## config.mk

```make
export PLATFORM = sky130hd
export DESIGN_NAME = mem_port_arbiter_flat
export DESIGN_NICKNAME = d
export VERILOG_FILES = /design/src/rtl/mem_arb_pkg.sv /design/src/rtl/mem_port_arbiter_if.sv /design/src/rtl/mem_arb_rr_pick.sv /design/src/rtl/mem_port_arbiter.sv /design/src/flat_wrapper.sv
export SDC_FILE = /design/constraint.sdc
export NUM_CORES = 1
export LEC_CHECK = 0
export ABC_CLOCK_PERIOD_IN_PS = 2250
export CORE_MARGIN = 2
export CORE_UTILIZATION = 30
export CTS_BUF_LIST = sky130_fd_sc_hd__clkbuf_4 sky130_fd_sc_hd__clkbuf_8
export DETAILED_ROUTE_END_ITERATION = 7
export DONT_BUFFER_PORTS = 1
export HOLD_SLACK_MARGIN = 0.06
export PLACE_DENSITY = 0.48
export RECOVER_POWER = 25
export SLEW_MARGIN = 40
export SYNTH_ARGS = -nofsm -noshare
export SYNTH_HDL_FRONTEND = slang
export SYNTH_HIERARCHICAL = 1
export SYNTH_SLANG_ARGS = --single-unit
```

## constraint.sdc

```tcl
create_clock -name clk -period 2.25 [get_ports clk]
set_input_delay 0.45 -clock clk [delete_from_list [all_inputs] [get_ports clk]]
set_output_delay 0.45 -clock clk [all_outputs]
set_load 0.01 [all_outputs]
```

## src/rtl/mem_arb_pkg.sv

```systemverilog
// rtl/mem_arb_pkg.sv - shared types and constants for mem_port_arbiter
// Purpose : FSM state encoding, requester index constants and latency limits.
// Ports   : none (package).
// Options : ARB_LOCK_EN (used by importers, not here).
package mem_arb_pkg;

   typedef enum logic [1:0] {
      ST_IDLE   = 2'd0,
      ST_ACCESS = 2'd1,
      ST_WAIT   = 2'd2,
      ST_RESP   = 2'd3
   } arb_state_e;

   localparam logic REQ0 = 1'b0;
   localparam logic REQ1 = 1'b1;

   localparam int MEM_LAT_MAX = 7;
   // Wide enough to count 0..MEM_LAT_MAX-1.
   localparam int CNT_W = 3;

endpackage

```

## src/rtl/mem_port_arbiter_if.sv

```systemverilog
// rtl/mem_port_arbiter_if.sv - requester and memory-port bundle for mem_port_arbiter
// Purpose : groups both requester handshakes and the memory port.
// Signals : r0_*/r1_* requester req/we/addr/wdata/ack/rdata,
//           mem_we/mem_address/mem_data_out/mem_data_in memory port,
//           r0_lock/r1_lock only when ARB_LOCK_EN is defined.
// Modports: slave  - arbiter view (serves requesters, drives memory).
//           master - environment view (requesters plus memory model).
interface mem_port_arbiter_if #(
   parameter int ADDR_W = 32,
   parameter int DATA_W = 32
);
   logic              r0_req;
   logic              r0_we;
   logic [ADDR_W-1:0] r0_addr;
   logic [DATA_W-1:0] r0_wdata;
   logic              r0_ack;
   logic [DATA_W-1:0] r0_rdata;

   logic              r1_req;
   logic              r1_we;
   logic [ADDR_W-1:0] r1_addr;
   logic [DATA_W-1:0] r1_wdata;
   logic              r1_ack;
   logic [DATA_W-1:0] r1_rdata;

`ifdef ARB_LOCK_EN
   logic              r0_lock;
   logic              r1_lock;
`endif

   logic              mem_we;
   logic [ADDR_W-1:0] mem_address;
   logic [DATA_W-1:0] mem_data_out;
   logic [DATA_W-1:0] mem_data_in;

   modport slave (
`ifdef ARB_LOCK_EN
      input  r0_lock, r1_lock,
`endif
      input  r0_req, r0_we, r0_addr, r0_wdata,
      output r0_ack, r0_rdata,
      input  r1_req, r1_we, r1_addr, r1_wdata,
      output r1_ack, r1_rdata,
      output mem_we, mem_address, mem_data_out,
      input  mem_data_in
   );

   modport master (
`ifdef ARB_LOCK_EN
      output r0_lock, r1_lock,
`endif
      output r0_req, r0_we, r0_addr, r0_wdata,
      input  r0_ack, r0_rdata,
      output r1_req, r1_we, r1_addr, r1_wdata,
      input  r1_ack, r1_rdata,
      input  mem_we, mem_address, mem_data_out,
      output mem_data_in
   );
endinterface

```

## src/rtl/mem_arb_rr_pick.sv

```systemverilog
// rtl/mem_arb_rr_pick.sv - combinational round-robin winner select
// Purpose : picks which requester gets the memory port this IDLE cycle.
// Ports   : req0/req1 requests, last_grant previous winner,
//           owner_valid/owner_id lock owner (ARB_LOCK_EN only),
//           valid any request pending, pick winning index.
// Options : ARB_LOCK_EN adds lock-owner priority.
module mem_arb_rr_pick
   import mem_arb_pkg::*;
(
   input  logic req0,
   input  logic req1,
   input  logic last_grant,
`ifdef ARB_LOCK_EN
   input  logic owner_valid,
   input  logic owner_id,
`endif
   output logic valid,
   output logic pick
);

   always_comb begin
      valid = req0 | req1;
      pick  = REQ0;
      if (req0 && req1) begin
         pick = ~last_grant;
      end else if (req1) begin
         pick = REQ1;
      end
`ifdef ARB_LOCK_EN
      // A lock owner that is still requesting overrides round-robin.
      if (owner_valid && (owner_id ? req1 : req0)) begin
         pick = owner_id;
      end
`endif
   end

endmodule

```

## src/rtl/mem_port_arbiter.sv

```systemverilog
// rtl/mem_port_arbiter.sv - two-requester round-robin arbiter for one memory port
// Purpose : serialises r0/r1 transactions onto a synchronous memory port.
// Ports   : clk, resetn (async active-low),
//           bus (slave modport: requester handshakes + memory port),
//           busy high outside IDLE, grant_id current/last winner.
// Options : ARB_LOCK_EN enables r0_lock/r1_lock ownership of the port.
module mem_port_arbiter
   import mem_arb_pkg::*;
#(
   parameter int ADDR_W  = 32,
   parameter int DATA_W  = 32,
   parameter int MEM_LAT = 1
) (
   input  logic              clk,
   input  logic              resetn,
   mem_port_arbiter_if.slave bus,
   output logic              busy,
   output logic              grant_id
);

   localparam logic [1:0] S_IDLE   = ST_IDLE;
   localparam logic [1:0] S_ACCESS = ST_ACCESS;
   localparam logic [1:0] S_WAIT   = ST_WAIT;
   localparam logic [1:0] S_RESP   = ST_RESP;

   localparam logic [CNT_W-1:0] LAST_WAIT = CNT_W'(MEM_LAT - 1);

   logic [1:0]        state;
   logic              last_grant;
   logic              winner;
   logic              lat_we;
   logic [ADDR_W-1:0] lat_addr;
   logic [DATA_W-1:0] lat_wdata;
   logic [CNT_W-1:0]  cnt;
   logic [DATA_W-1:0] rdata0;
   logic [DATA_W-1:0] rdata1;

   logic pick_valid;
   logic pick_id;

`ifdef ARB_LOCK_EN
   logic owner_valid;
   logic owner_id;
   logic owner_req;
   logic winner_lock;

   assign owner_req   = owner_id ? bus.r1_req  : bus.r0_req;
   assign winner_lock = winner   ? bus.r1_lock : bus.r0_lock;
`endif

   mem_arb_rr_pick u_pick (
      .req0        (bus.r0_req),
      .req1        (bus.r1_req),
      .last_grant  (last_grant),
`ifdef ARB_LOCK_EN
      .owner_valid (owner_valid),
      .owner_id    (owner_id),
`endif
      .valid       (pick_valid),
      .pick        (pick_id)
   );

   always_ff @(posedge clk or negedge resetn) begin
      if (!resetn) begin
         state      <= S_IDLE;
         // Starting at 1 lets requester 0 win the first tie.
         last_grant <= REQ1;
         winner     <= REQ0;
         lat_we     <= 1'b0;
         lat_addr   <= '0;
         lat_wdata  <= '0;
         cnt        <= '0;
         rdata0     <= '0;
         rdata1     <= '0;
`ifdef ARB_LOCK_EN
         owner_valid <= 1'b0;
         owner_id    <= REQ0;
`endif
      end else begin
         case (state)
            S_IDLE: begin
`ifdef ARB_LOCK_EN
               // Owner went idle: give up the lock; the picker already
               // ignores it this cycle because its req is low.
               if (owner_valid && !owner_req) begin
                  owner_valid <= 1'b0;
               end
`endif
               if (pick_valid) begin
                  winner    <= pick_id;
                  lat_we    <= pick_id ? bus.r1_we    : bus.r0_we;
                  lat_addr  <= pick_id ? bus.r1_addr  : bus.r0_addr;
                  lat_wdata <= pick_id ? bus.r1_wdata : bus.r0_wdata;
                  state     <= S_ACCESS;
               end
            end
            S_ACCESS: begin
               cnt   <= '0;
               state <= lat_we ? S_RESP : S_WAIT;
            end
            S_WAIT: begin
               if (cnt == LAST_WAIT) begin
                  if (winner == REQ1) begin
                     rdata1 <= bus.mem_data_in;
                  end else begin
                     rdata0 <= bus.mem_data_in;
                  end
                  state <= S_RESP;
               end else begin
                  cnt <= cnt + 1'b1;
               end
            end
            default: begin
               state <= S_IDLE;
`ifdef ARB_LOCK_EN
               // Round-robin history is frozen while the port is locked.
               if (winner_lock) begin
                  owner_valid <= 1'b1;
                  owner_id    <= winner;
               end else begin
                  owner_valid <= 1'b0;
                  last_grant  <= winner;
               end
`else
               last_grant <= winner;
`endif
            end
         endcase
      end
   end

   // Memory port is decoded from state so an async reset drops it at once.
   always_comb begin
      bus.mem_we       = 1'b0;
      bus.mem_address  = '0;
      bus.mem_data_out = '0;
      if (state == S_ACCESS) begin
         bus.mem_we       = lat_we;
         bus.mem_address  = lat_addr;
         bus.mem_data_out = lat_wdata;
      end else if (state == S_WAIT) begin
         bus.mem_address  = lat_addr;
      end
   end

   assign bus.r0_ack   = (state == S_RESP) && (winner == REQ0);
   assign bus.r1_ack   = (state == S_RESP) && (winner == REQ1);
   assign bus.r0_rdata = rdata0;
   assign bus.r1_rdata = rdata1;
   assign busy         = (state != S_IDLE);
   assign grant_id     = winner;

endmodule

```

## src/flat_wrapper.sv

```systemverilog
// flat-port wrapper written by rule: the top's interface ports become plain ports
module mem_port_arbiter_flat import mem_arb_pkg::*;
#(
   parameter int ADDR_W  = 32,
   parameter int DATA_W  = 32,
   parameter int MEM_LAT = 1
)
  (clk, resetn, busy, grant_id, bus_r0_req, bus_r0_we, bus_r0_addr, bus_r0_wdata, bus_r0_ack, bus_r0_rdata, bus_r1_req, bus_r1_we, bus_r1_addr, bus_r1_wdata, bus_r1_ack, bus_r1_rdata, bus_mem_we, bus_mem_address, bus_mem_data_out, bus_mem_data_in);
  mem_port_arbiter_if #(.ADDR_W(ADDR_W), .DATA_W(DATA_W)) bus_i ();
  input  logic clk;
  input  logic resetn;
  output logic busy;
  output logic grant_id;
  input wire logic [$bits(bus_i.r0_req)-1:0] bus_r0_req;
  input wire logic [$bits(bus_i.r0_we)-1:0] bus_r0_we;
  input wire logic [$bits(bus_i.r0_addr)-1:0] bus_r0_addr;
  input wire logic [$bits(bus_i.r0_wdata)-1:0] bus_r0_wdata;
  output wire logic [$bits(bus_i.r0_ack)-1:0] bus_r0_ack;
  output wire logic [$bits(bus_i.r0_rdata)-1:0] bus_r0_rdata;
  input wire logic [$bits(bus_i.r1_req)-1:0] bus_r1_req;
  input wire logic [$bits(bus_i.r1_we)-1:0] bus_r1_we;
  input wire logic [$bits(bus_i.r1_addr)-1:0] bus_r1_addr;
  input wire logic [$bits(bus_i.r1_wdata)-1:0] bus_r1_wdata;
  output wire logic [$bits(bus_i.r1_ack)-1:0] bus_r1_ack;
  output wire logic [$bits(bus_i.r1_rdata)-1:0] bus_r1_rdata;
  output wire logic [$bits(bus_i.mem_we)-1:0] bus_mem_we;
  output wire logic [$bits(bus_i.mem_address)-1:0] bus_mem_address;
  output wire logic [$bits(bus_i.mem_data_out)-1:0] bus_mem_data_out;
  input wire logic [$bits(bus_i.mem_data_in)-1:0] bus_mem_data_in;
  assign bus_i.r0_req = bus_r0_req;
  assign bus_i.r0_we = bus_r0_we;
  assign bus_i.r0_addr = bus_r0_addr;
  assign bus_i.r0_wdata = bus_r0_wdata;
  assign bus_r0_ack = bus_i.r0_ack;
  assign bus_r0_rdata = bus_i.r0_rdata;
  assign bus_i.r1_req = bus_r1_req;
  assign bus_i.r1_we = bus_r1_we;
  assign bus_i.r1_addr = bus_r1_addr;
  assign bus_i.r1_wdata = bus_r1_wdata;
  assign bus_r1_ack = bus_i.r1_ack;
  assign bus_r1_rdata = bus_i.r1_rdata;
  assign bus_mem_we = bus_i.mem_we;
  assign bus_mem_address = bus_i.mem_address;
  assign bus_mem_data_out = bus_i.mem_data_out;
  assign bus_i.mem_data_in = bus_mem_data_in;
  mem_port_arbiter #(.ADDR_W(ADDR_W), .DATA_W(DATA_W), .MEM_LAT(MEM_LAT)) u_core (.clk(clk), .resetn(resetn), .bus(bus_i), .busy(busy), .grant_id(grant_id));
endmodule
```

==> results_dict.tcl <==
set metrics [dict create \
    critPathMaxStageDelay_ns 0.44 \
    tightestPinTransition_ns 0.490 \
    seqPwrFrac_pct 42.4 \
    netSwitchingFraction_pct 38.6 \
    die_w_microns 150 \
    hold_viol_final 136 \
    holdCritPathClass "primary input to async pin" \
    cap_viol_max_count 0 \
    synthDistinctLibCells 29 \
    htree_levels 4 \
    io_pins 299 \
    global_route_wire_length_before_repair_microns 22000 \
    worst_setup_start_kind "flop" \
    power.switching_mw 4.31 \
    clock_transition_at_the_registers_of_the_reported_paths_ns 0.10 \
    synthesis.area_per_instance_sq_um 12.0 \
    global_route.overflow_total 0 \
    seqCellArea_sq_um 3400 \
    globalplace.congestion 0.733 \
    synth_nets 707 \
    cp_cell_sequence "inv_1, ha_2, nor2_4, buf_12, nor2b_1" \
    overall_die_height_microns 150 \
    num_rows 53 \
    floorplan.core_area_sq_um 21000 \
    post-route-min-period_ns 2.11 \
    ys_ff_latch 136 \
    areaGrowthSynthToFinish_pct 11.6 \
    synthCells 534 \
    cts.sinks 136 \
    post_drt_via_cell_ratio 4.76 \
    power.share.clock_pct 19.4 \
    multi_input_area_sq_um 2780 \
    worst-setup-path-type "flop to output pin" \
    floorplan.initialDensity_pct 30.5 \
    via_count 3897 \
    r2r-start "u_core/state[0]" \
    nets 703 \
    worst_path_fanout_max 28 \
    ys_async_sr_fraction_pct 100 \
    portBuffers 0 \
    clock_path_buffers 2 \
    startpoint "u_core/state[1]" \
    finalSetupTns_ns 0 \
    power_leakage_nw 3.08 \
    instances_no_fill 818 \
    maximum_frequency_from_static_timing_analysis_ghz 0.475 \
    preCtsSetupSlack_ns 0.343 \
    final.setup_skew_ns 0.0212 \
    die_area_sq_um 22500 \
    grt_pass1_vias 4049 \
    drt-pass1-iter-count 4 \
    synth_edf_count 0 \
    fin_hold_ws_ns -0.298 \
    report.final.setup_viol 0 \
    comb_power_share_pct 38.2 \
    antenna_left 0 \
    tritoncts.num_buffers 17 \
    power.density_cell_area_nw_per_um2 1560 \
    final_worst_path_period_share_pct 93.6 \
    crit_path_top_delay_cell "dfrtp_1" \
    internal_power_mw 6.87 \
    timing_max_transition_violations_final 0 \
    cp_data_required_time_ns 1.80 \
    cp.buffers_inverters 2 \
    placed_cell_area_sq_um 6670 \
    relSlewSlack_pct 67.3 \
    clock_latency_ns 0.44 \
    grt_antenna_before_repair 0 \
    status "finished with violations" \
    num-fill-cells 2114 \
    violations "hold timing" \
    dp.final_hpwl_microns 10200 \
    cts_tree "built" \
    routed_wire_length_per_instance_microns 17.9 \
    share_of_cells_above_drive_strength_1_pct 23.0 \
    place_inst 785 \
    worst_voltage_drop_across_the_vdd_grid_uv 537 \
    synth_sequential_area_ratio_pct 53.2 \
    rsz0062_at_grt "false" \
    post-route-worst-setup-slack_ns 0.143 \
    grt_usage_pct 12.8 \
    num_antenna_cells 0 \
    netlist_area_sq_um 6400 \
    yosys_warnings 6 \
    crit_path_end_kind "output pin" \
    stdcell_area_sq_um 7140 \
    postRouteWirelength_microns 14700 \
    cts_root_buf "clkbuf_8" \
    critical-path-top-delay-family "flip-flops" \
    detail_route.drc_violations 0 \
    starting_drc_count_in_detailed_routing 117 \
    synthFlopType "dfrtp_1" \
    critical_path_arrival_ns 1.66 \
    grt_max_degree 137 \
]
## stage by stage
stage | hold slack [ns] | utilization, % | power (mW)
floorplan | 0.154 | - | 8.09
global placement | 0.158 | 31.8 | 8.90
detailed placement | 0.158 | 31.8 | 9.05
CTS | -0.345 | 33.9 | 11.4
global route | -0.357 | 34.1 | 12.0
finish | -0.298 | 34.1 | 11.2
## kinds of logic (layout without fill, tap and decap cells)
| kind of cell | Yosys count | after routing | synth area share, % |
|---|---|---|---|
| AND/OR/NAND/NOR | 145 | 145 | 11.6 |
| flip-flops | 136 | 136 | 53.2 |
| multiplexers | 134 | 134 | 24.1 |
| AO/OA/AOI/OAI | 71 | 71 | 5.75 |
| buffers and inverters | 41 | 50 | 4.01 |
| adder cells (fa/ha/maj) | 7 | 7 | 1.37 |
## metal layers
metal	vias to the layer above	track usage [%]	part of all wire, %
li1	1806	-	-
met1	1889	14.8	39
met4	0	4.62	1.4
met5	-	0	0
met2	190	22.1	50
met3	12	4.30	9.3
## layout make-up
type	instances	share of cell area [%]
flip-flops and latches	136	47.7
inverters	5	0.263
multi-input cells	357	38.9
clock buffers	17	3.28
clock inverters	15	2.68
repair buffers	13	2.40
well taps	275	4.82
## worst paths after layout
kind,end,slack (ns),cells after the start
min in group clk,u_core/bus.r1_rdata[10],0.13,1
max in group asynchronous,u_core/last_grant,2.32,0
worst max register to register,u_core/bus.r0_rdata[0],0.25,7
worst max-delay path,bus_mem_address[7],0.14,5
worst min register to register,u_core/lat_wdata[27],0.52,2
worst min-delay path,u_core/bus.r1_rdata[21],-0.30,0
## flip-flops by register name (all words and copies together) (netlist names)
name,flops
u_core/bus.r0_rdata,32
u_core/lat_we,1
u_core/state,2
u_core/cnt,3
u_core/lat_addr,32
u_core/last_grant,1
u_core/bus.r1_rdata,32
u_core/grant_id,1
u_core/lat_wdata,32
## cell usage in the layout, fill, tap and decap left out, types with 5 or more instances in the layout
master,n
nor2_1,67
buf_4,6
mux2i_1,65
dfrtp_1,135
ha_1,5
clkbuf_8,17
nor2b_1,28
nor2b_2,5
mux2_4,30
mux2_2,34
mux2_1,5
and2_1,33
buf_12,5
a21oi_1,65
## cell usage after synthesis (2+ instances only)
cell | n | area share [%]
mux2_4 | 30 | 7.0
clkbuf_1 | 12 | 0.70
and2_1 | 35 | 3.4
nand2_1 | 2 | 0.12
mux2_2 | 34 | 6.0
nor2b_1 | 33 | 3.2
ha_1 | 7 | 1.4
dfrtp_1 | 135 | 53
nor2_1 | 68 | 4.0
buf_6 | 4 | 0.70
mux2_1 | 5 | 0.88
buf_12 | 3 | 0.94
buf_2 | 16 | 1.3
nand3_1 | 2 | 0.16
a21oi_1 | 65 | 5.1
o21ai_0 | 2 | 0.16
inv_1 | 5 | 0.29
mux2i_1 | 65 | 10
## power by group through the flow
stage	Sequential, mW	Clock [mW]	Combinational (mW)
floorplan	4.51	0	3.58
finish	4.74	2.17	4.27
detailed placement	4.81	0	4.24
global placement	4.80	0	4.10
global route	4.93	2.39	4.72
CTS	4.77	2.28	4.30
## repair_timing
item / in CTS / in global routing
gates resized for setup: 3 / 12
pin swaps: 0 / 2
hold endpoints to repair: 136 / 136
buffers inserted: 1 / 1
endpoints found under the setup margin: 65 / 44
No activity file was read; power rests on OpenSTA's default activity.
